==> config.mk <==
export PLATFORM = sky130hd
export DESIGN_NAME = fifo_umbral_flat
export DESIGN_NICKNAME = d
export VERILOG_FILES = /design/src/rtl/fifo_pkg.sv /design/src/rtl/fifo_umbral_if.sv /design/src/rtl/fifo_mem_dp.sv /design/src/rtl/fifo_umbral.sv /design/src/flat_wrapper.sv
export SDC_FILE = /design/constraint.sdc
export NUM_CORES = 1
export LEC_CHECK = 0
export BUFFER_PORTS_ARGS = -buffer_cell sky130_fd_sc_hd__buf_2
export CAP_MARGIN = 0
export CORE_MARGIN = 5
export CORE_UTILIZATION = 48
export CTS_CLUSTER_DIAMETER = 60
export CTS_CLUSTER_SIZE = 14
export DETAILED_ROUTE_END_ITERATION = 7
export PLACE_DENSITY = 0.67
export SLEW_MARGIN = 20
export SYNTH_ARGS = -nofsm -noshare
export SYNTH_HDL_FRONTEND = slang
export SYNTH_HIERARCHICAL = 1
export SYNTH_SLANG_ARGS = --single-unit
==> constraint.sdc <==
create_clock -name clk -period 3.37 [get_ports clk]
set_clock_uncertainty 0.15 [all_clocks]
set_input_delay 1.011 -clock clk [delete_from_list [all_inputs] [get_ports clk]]
set_output_delay 1.011 -clock clk [all_outputs]
set_load 0.1 [all_outputs]
==> src/rtl/fifo_pkg.sv <==
// Shared constants and helpers for the fifo_umbral family of buffers.
package fifo_pkg;

    localparam int DW_DEF = 10;
    localparam int AW_DEF = 3;

    function automatic int fifo_depth(input int aw);
        return 32'sd1 << aw;
    endfunction

endpackage

==> src/rtl/fifo_umbral_if.sv <==
// Producer/consumer bus of fifo_umbral: push/pop requests, thresholds and status.
interface fifo_umbral_if
    import fifo_pkg::*;
#(
    parameter int DW = DW_DEF,
    parameter int AW = AW_DEF
);
  logic          write_enable;
  logic          read_enable;
  logic [DW-1:0] data_in;
  logic [AW:0]   umbral_alto;
  logic [AW:0]   umbral_bajo;
  logic [DW-1:0] data_out;
  logic          valid_out;
  logic [AW:0]   fill_level;
  logic          full;
  logic          empty;
  logic          almost_full;
  logic          almost_empty;
  logic          error;

  modport master (
    output write_enable, read_enable, data_in, umbral_alto, umbral_bajo,
    input  data_out, valid_out, fill_level, full, empty, almost_full, almost_empty, error
  );

  modport slave (
    input  write_enable, read_enable, data_in, umbral_alto, umbral_bajo,
    output data_out, valid_out, fill_level, full, empty, almost_full, almost_empty, error
  );
endinterface

==> src/rtl/fifo_mem_dp.sv <==
// Simple dual-port storage for fifo_umbral; registered read port, or
// combinational read when FIFO_FWFT_EN is defined.
module fifo_mem_dp
  import fifo_pkg::*;
#(
  parameter int DW = DW_DEF,
  parameter int AW = AW_DEF
) (
  input  logic          clk,
  input  logic          reset,
  input  logic          we,
  input  logic [AW-1:0] waddr,
  input  logic [DW-1:0] wdata,
  input  logic          re,
  input  logic [AW-1:0] raddr,
  output logic [DW-1:0] rdata
);
  localparam int DEPTH = fifo_depth(AW);

  logic [DW-1:0] mem_r [DEPTH];

  // Write port; contents survive reset on purpose.
  always_ff @(posedge clk) begin
    if (we) begin
      mem_r[waddr] <= wdata;
    end
  end

`ifdef FIFO_FWFT_EN
  logic unused_s;
  assign unused_s = re ^ reset;
  assign rdata    = mem_r[raddr];
`else
  logic [DW-1:0] rdata_r;

  // Read register: loads only on a pop, otherwise holds the last word.
  always_ff @(posedge clk or posedge reset) begin
    if (reset) begin
      rdata_r <= {DW{1'b0}};
    end else if (re) begin
      rdata_r <= mem_r[raddr];
    end
  end

  assign rdata = rdata_r;
`endif
endmodule

==> src/rtl/fifo_umbral.sv <==
// Synchronous FIFO with programmable almost-full/empty thresholds, fill level
// and sticky overflow/underflow error. Define FIFO_FWFT_EN for fall-through reads.
module fifo_umbral
  import fifo_pkg::*;
#(
  parameter int tamano_datos    = DW_DEF,
  parameter int tamano_direcion = AW_DEF
) (
  input logic          clk,
  input logic          reset,
  fifo_umbral_if.slave bus
);
  localparam int DW    = tamano_datos;
  localparam int AW    = tamano_direcion;
  localparam int DEPTH = fifo_depth(AW);
  localparam logic [AW:0]   DEPTH_L  = (AW+1)'(DEPTH);
  localparam logic [AW:0]   FILL_ONE = (AW+1)'(1'b1);
  localparam logic [AW-1:0] PTR_ONE  = AW'(1'b1);

  logic [AW-1:0] wr_ptr_r, rd_ptr_r;
  logic [AW:0]   fill_r;
  logic          error_r;
  logic          rd_acc_s, wr_acc_s;
  logic          full_s, empty_s, almost_full_s, almost_empty_s;
  logic [DW-1:0] rdata_s;

  // Status flags and accept decisions, all combinational from occupancy.
  always_comb begin
    full_s         = (fill_r == DEPTH_L);
    empty_s        = (fill_r == {(AW+1){1'b0}});
    almost_full_s  = (fill_r >= bus.umbral_alto);
    almost_empty_s = (fill_r <= bus.umbral_bajo);
    rd_acc_s       = bus.read_enable & ~empty_s;
    wr_acc_s       = bus.write_enable & (~full_s | rd_acc_s);
  end

  // Pointers, occupancy counter and sticky error.
  always_ff @(posedge clk or posedge reset) begin
    if (reset) begin
      wr_ptr_r <= {AW{1'b0}};
      rd_ptr_r <= {AW{1'b0}};
      fill_r   <= {(AW+1){1'b0}};
      error_r  <= 1'b0;
    end else begin
      if (wr_acc_s) begin
        wr_ptr_r <= wr_ptr_r + PTR_ONE;
      end
      if (rd_acc_s) begin
        rd_ptr_r <= rd_ptr_r + PTR_ONE;
      end
      case ({wr_acc_s, rd_acc_s})
        2'b10:   fill_r <= fill_r + FILL_ONE;
        2'b01:   fill_r <= fill_r - FILL_ONE;
        default: fill_r <= fill_r;
      endcase
      error_r <= error_r | (bus.write_enable & ~wr_acc_s) | (bus.read_enable & empty_s);
    end
  end

  fifo_mem_dp #(
    .DW (DW),
    .AW (AW)
  ) u_mem (
    .clk   (clk),
    .reset (reset),
    .we    (wr_acc_s),
    .waddr (wr_ptr_r),
    .wdata (bus.data_in),
    .re    (rd_acc_s),
    .raddr (rd_ptr_r),
    .rdata (rdata_s)
  );

`ifdef FIFO_FWFT_EN
  assign bus.valid_out = ~empty_s;
`else
  logic valid_r;

  // A popped word is presented one cycle after its read is accepted.
  always_ff @(posedge clk or posedge reset) begin
    if (reset) begin
      valid_r <= 1'b0;
    end else begin
      valid_r <= rd_acc_s;
    end
  end

  assign bus.valid_out = valid_r;
`endif

  assign bus.data_out     = rdata_s;
  assign bus.fill_level   = fill_r;
  assign bus.full         = full_s;
  assign bus.empty        = empty_s;
  assign bus.almost_full  = almost_full_s;
  assign bus.almost_empty = almost_empty_s;
  assign bus.error        = error_r;
endmodule

==> src/flat_wrapper.sv <==
// flat-port wrapper written by rule: the top's interface ports become plain ports
module fifo_umbral_flat import fifo_pkg::*;
#(
  parameter int tamano_datos    = DW_DEF,
  parameter int tamano_direcion = AW_DEF
)
  (clk, reset, bus_write_enable, bus_read_enable, bus_data_in, bus_umbral_alto, bus_umbral_bajo, bus_data_out, bus_valid_out, bus_fill_level, bus_full, bus_empty, bus_almost_full, bus_almost_empty, bus_error);
  fifo_umbral_if #(.DW(10), .AW(3)) bus_i ();
  input logic clk;
  input logic reset;
  input wire logic [$bits(bus_i.write_enable)-1:0] bus_write_enable;
  input wire logic [$bits(bus_i.read_enable)-1:0] bus_read_enable;
  input wire logic [$bits(bus_i.data_in)-1:0] bus_data_in;
  input wire logic [$bits(bus_i.umbral_alto)-1:0] bus_umbral_alto;
  input wire logic [$bits(bus_i.umbral_bajo)-1:0] bus_umbral_bajo;
  output wire logic [$bits(bus_i.data_out)-1:0] bus_data_out;
  output wire logic [$bits(bus_i.valid_out)-1:0] bus_valid_out;
  output wire logic [$bits(bus_i.fill_level)-1:0] bus_fill_level;
  output wire logic [$bits(bus_i.full)-1:0] bus_full;
  output wire logic [$bits(bus_i.empty)-1:0] bus_empty;
  output wire logic [$bits(bus_i.almost_full)-1:0] bus_almost_full;
  output wire logic [$bits(bus_i.almost_empty)-1:0] bus_almost_empty;
  output wire logic [$bits(bus_i.error)-1:0] bus_error;
  assign bus_i.write_enable = bus_write_enable;
  assign bus_i.read_enable = bus_read_enable;
  assign bus_i.data_in = bus_data_in;
  assign bus_i.umbral_alto = bus_umbral_alto;
  assign bus_i.umbral_bajo = bus_umbral_bajo;
  assign bus_data_out = bus_i.data_out;
  assign bus_valid_out = bus_i.valid_out;
  assign bus_fill_level = bus_i.fill_level;
  assign bus_full = bus_i.full;
  assign bus_empty = bus_i.empty;
  assign bus_almost_full = bus_i.almost_full;
  assign bus_almost_empty = bus_i.almost_empty;
  assign bus_error = bus_i.error;
  fifo_umbral #(.tamano_datos(tamano_datos), .tamano_direcion(tamano_direcion)) u_core (.clk(clk), .reset(reset), .bus(bus_i));
endmodule
==> impl_metrics.yaml, run 1 <==
placed_design:
  pre_cts_slack_ns: -0.128
  io_buffers: 41
  dpl.hpwl_um: 5420
  placed_cells: 437
  gp_congestion: 0.746
yosys:
  syn_nets: 325
  synth_area_um2: 4450
  netlist_top_cells_count: "edfxtp_1, mux2i_1, dfrtp_1"
  ys_ff_latch: 102
  ys.flop_type: "edfxtp_1"
  synth_top_cells_by_area: "edfxtp_1, dfrtp_1, mux2i_1"
  synth-edff-count: 80
  synthCells: 290
  yosysTopAreaCellShare_pct: 54.0
  ys_warn_count: 6
  yosysMostFrequentCell: "edfxtp_1"
  syn_area_per_cell_um2: 15.4
  ys_seq_area_share_pct: 66.3
  synth.distinct_cells: 39
  async_flop_share_pct: 21.6
  yosys.area.top_type: "edfxtp_1"
timing:
  max_slew_margin_pct: 24.8
  timing.fmax_mhz: 301
  postLayoutSetupSlackWorst_ns: 0.0439
  rsz0062_at_grt: "false"
  period_share_pct: 98.7
  hold_violations: 0
  slew_violations: 0
  setup_viol: 0
  layout_min_cycle_time_ns: 3.33
  timing_worst_slew_pin_value_ns: 1.12
setup_path:
  worstPathArrival_ns: 2.17
  worst-setup-path-type: "input port to output port"
  crit_path_frequent_cell: "a21o_1"
  slowest_delay_ns: 0.22
  cp-start-kind: "input port"
  slowest_stage: "ha_4"
  crit_fanout: 1
  cp-end-kind: "output port"
  cp_cell_sequence: "buf_2 > ha_4 > nand2b_4 > a21o_1 > a21o_1 > a21o_2 > buf_12"
  cp.required_ns: 2.21
drt:
  first_iter_violations: 148
  vias: 2478
  wl_per_cell_um: 18.8
  firstDrtPassIters: 4
  ant_nets: 0
  drt-total-wl_um: 8500
  drc: 0
  routed_via_density: 5.47
die:
  num_rows: 35
  die_h_um: 106
  dieArea_um2: 11300
  ioPinCount: 42
  initial_core_util_pct: 48.6
  die_w_um: 106
  coreArea_um2: 9150
pwr:
  ir_drop_mv: 0.512
  pwr_density_cell_nw_per_um2: 972
  p_leak_nw: 2.01
cts:
  cts_tree: "built"
  h-tree-depth: 3
  cts_buffer_depth: 2
  hold_buffers: 0
  postCtsSetupBuffers: 0
  clk_latency_ns: 0.37
  cts-root-buf: "clkbuf_8"
  numCtsBuffers: 9
  cts_sinks: 102
  path_clk_slew_ns: 0.09
global_route:
  grt_pass1_wl_um: 13300
  track_usage_pct: 15.8
  overflow: 0
  antenna_found_initial: 0
  grt_max_degree: 28
  grt_pass1_vias: 2474
hold_path:
  hold_path.class: "flip-flop to flip-flop"
finish:
  syn_to_final_growth_pct: 12.2
  register_area_um2: 2960
  fillCellCount: 765
  antenna_cells: 0
  fin_nets: 372
  drive_gt1_share_pct: 23.7
  multi_input_area_um2: 1380
  instances_no_fill: 453
run:
  maxCapViolations: 0
run_status:
  status: "finished clean"
[logic make-up (layout without fill, tap and decap cells)]
kind of cell / Yosys count / after routing / share of synthesized area, %
fa+ha+maj: 13 / 13 / 3.82
mux: 37 / 37 / 8.57
buf+inv: 26 / 78 / 3.79
flops: 102 / 102 / 66.3
simple gates: 61 / 61 / 7.50
xor+xnor: 7 / 7 / 1.38
compound gates: 44 / 44 / 8.60
[layout make-up]
cell class	instances	area share (%)
sequential	102	59.2
timing repair buffer	50	6.19
tap	111	2.78
inverter	12	0.902
clock buffer	9	2.48
multi-input combinational	162	27.5
clock inverter	7	0.977
[where the power goes]
| part | internal [mW] | switching, mW | total, mW | leakage, nW |
|---|---|---|---|---|
| combinational | 0.730 | 1.53 | 2.26 | 0.940 |
| sequential | 1.64 | 0.279 | 1.92 | 0.983 |
| clock | 0.271 | 0.406 | 0.677 | 0.0914 |
| total | 2.64 | 2.21 | 4.86 | 2.01 |
[per-stage QoR]
stage          utilization (%)  cell area (um2)  hold WS, ns  TNS (ns)  total power [mW]
2_1_floorplan                -             4460        0.307     -1.35              3.74
3_3_place_gp              52.0             4760        0.325    -0.111              4.11
3_5_place_dp              52.1             4760        0.314    -0.146              4.16
4_1_cts                   54.5             4990        0.336         0              4.90
5_1_grt                   54.6             5000        0.373         0              5.11
6_report                  54.6             5000        0.329         0              4.86
[per-layer routing]
layer / vias up / GRT usage (%) / share of wire [%]
met5: - / 0 / 0
met4: 0 / 7.31 / 1.9
met3: 13 / 2.79 / 3.5
met2: 43 / 26.6 / 51
met1: 1232 / 20.0 / 43
li1: 1190 / - / -
[worst max-delay path, delay by kind of cell]
| kind | cells | cell delay, ns |
|---|---|---|
| AND/OR/NAND/NOR | 1 | 0.12 |
| AO/OA/AOI/OAI | 3 | 0.53 |
| adder cells (fa/ha/maj) | 1 | 0.22 |
| buffers and inverters | 2 | 0.27 |
[worst paths after layout]
kind	start	to	slack, ns	depth (start not counted)
max	bus_umbral_alto[0]	bus_almost_full	0.04	7
min	u_core/bus.error	u_core/bus.error	0.33	1
max reg2reg	u_core/bus.fill_level[1]	u_core/bus.fill_level[3]	0.39	8
min reg2reg	u_core/bus.error	u_core/bus.error	0.33	1
max in group asynchronous	reset	u_core/u_mem/rdata[1]	2.14	2
min in group asynchronous	reset	u_core/bus.valid_out	0.51	2
[registers in the layout, summed over array words and instances, names as in the netlist]
signal	cells
u_core/u_mem/mem_r	80
u_core/rd_ptr_r	3
u_core/wr_ptr_r	3
u_core/bus.valid_out	1
u_core/bus.error	1
u_core/u_mem/rdata	10
u_core/bus.fill_level	4
[cell usage in the layout (no fill, tap or decap), drive strengths merged, types with 6 or more instances in the layout]
cell    Yosys  layout
edfxtp     80      80
buf        10      50
mux2i      34      34
dfrtp      22      22
nor2b      18      18
inv        12      14
ha         12      12
nand3      11      11
a211o      11      11
nor2       11      11
a22oi      10      10
a41o       10      10
clkbuf      4       9
and2b       6       6
[timing repair]
item	CTS	global route
gates resized for setup	9	0
endpoints found under the setup margin	2	1
pin swaps	5	2
No activity file was read; power rests on OpenSTA's default activity.
==> run 2: changes to the inputs <==
- CORE_ASPECT_RATIO: not set -> 0.6
- SLEW_MARGIN: 20 -> not set
==> impl_metrics.yaml, run 2 (synthesized netlist as in run 1, its figures left out) <==
run_status:
  status: "finished clean"
placed_design:
  dpl.hpwl_um: 5640
  gp_congestion: 0.748
  pre_cts_slack_ns: -0.139
  io_buffers: 41
  placed_cell_area_um2: 4790
finish:
  multi_input_area_um2: 1380
  mostFrequentLayoutCells: "edfxtp_1, buf_2, mux2i_1"
  largest_register_ffs: 80
  fin_nets: 373
  fillCellCount: 716
  syn_to_final_growth_pct: 15.4
  layout_commonest_cell: "edfxtp_1"
  antenna_cells: 0
  drive_gt1_share_pct: 23.3
  stdcell_area_um2: 5140
  top_register: "u_core/u_mem/mem_r"
  register_area_um2: 2960
run:
  maxCapViolations: 0
cts:
  cts-root-buf: "clkbuf_16"
  path_clk_slew_ns: 0.06
  cts_buffer_depth: 2
  cts_tree: "built"
  h-tree-depth: 3
  cts_sinks: 102
  numCtsBuffers: 9
  clk_latency_ns: 0.34
global_route:
  grt_max_degree: 35
  grt_pass1_vias: 2450
  overflow: 0
  track_usage_pct: 16.1
  grt_pass1_wl_um: 13500
  antenna_found_initial: 0
timing:
  timing.fmax_mhz: 300
  max_slew_margin_pct: 25.3
  timing_worst_slew_pin_value_ns: 1.12
  slew_violations: 0
  period_share_pct: 98.8
  holdWs_ns: 0.330
  rsz0062_at_grt: "false"
  hold_violations: 0
  postLayoutSetupSlackWorst_ns: 0.0396
  layout_min_cycle_time_ns: 3.33
  setup_viol: 0
drt:
  wl_per_cell_um: 18.5
  drt-total-wl_um: 8480
  vias: 2456
  first_iter_violations: 179
  drc: 0
  routed_via_density: 5.35
  ant_nets: 0
  firstDrtPassIters: 4
die:
  num_rows: 27
  dieArea_um2: 11400
  coreArea_um2: 9120
  die_h_um: 84.6
  ioPinCount: 42
  initial_core_util_pct: 48.8
  die_w_um: 134
pwr:
  p_leak_nw: 2.08
  ir_drop_mv: 0.461
  pwr_density_cell_nw_per_um2: 1010
setup_path:
  cp-start-kind: "input port"
  worstPathArrival_ns: 2.17
  crit_fanout: 1
  cp-end-kind: "output port"
  cp.required_ns: 2.21
  rr_worst_depth: 8
  worst-setup-path-type: "input port to output port"
hold_path:
  hold_path.class: "flip-flop to flip-flop"
  min_delay_path_depth: 1
==> run 2: worst max-delay path: stages <==
cell      delay [ns]
buf_2           0.12
ha_4            0.23
nand2b_4        0.13
a21o_1          0.15
a21o_1          0.17
a21o_2          0.20
buf_12          0.16
==> run 2: layout make-up <==
cell class,instances,share of cell area (%)
multi-input cells,162,26.8
clock inverters,3,0.341
clock buffers,13,5.26
well taps,116,2.83
repair buffers,51,6.41
flip-flops and latches,102,57.5
inverters,12,0.877
==> run 2: what timing repair did <==
action	CTS	global route
resized for setup	8	2
endpoints found under the hold margin	0	0
endpoints found under the setup margin	2	1
hold buffers	0	0
cloned	0	0
pin swaps	4	1
buffers inserted	0	0
==> run 2: per-stage QoR <==
step	TNS (ns)	utilization [%]	instances	power, mW
2_1_floorplan	-1.35	-	290	3.74
3_3_place_gp	-0.127	52.5	443	4.13
3_5_place_dp	-0.174	52.5	443	4.18
4_1_cts	0	56.2	459	5.20
5_1_grt	0	56.3	459	5.45
6_report	0	56.3	459	5.17
==> run 2: path summary, 6_finish.rpt <==
| check | from | end | slack [ns] |
|---|---|---|---|
| worst min register to register | u_core/bus.error | u_core/bus.error | 0.33 |
| worst min-delay path | u_core/bus.error | u_core/bus.error | 0.33 |
| worst max register to register | u_core/bus.fill_level[1] | u_core/bus.fill_level[3] | 0.37 |
| max in group asynchronous | reset | u_core/u_mem/rdata[2] | 2.17 |
| worst max-delay path | bus_umbral_alto[0] | bus_almost_full | 0.04 |
| min in group asynchronous | reset | u_core/wr_ptr_r[0] | 0.55 |
==> run 2: where the power goes <==
part	internal [mW]	leakage (nW)	switching, mW
clock network	0.558	0.142	0.401
registers	1.64	0.983	0.253
logic	0.746	0.957	1.57
==> run 2: per-layer routing <==
layer	share of wire [%]	GRT usage, %
met5	0	0
met4	0.22	3.05
met3	6.7	6.05
met2	45	23.2
met1	48	23.6
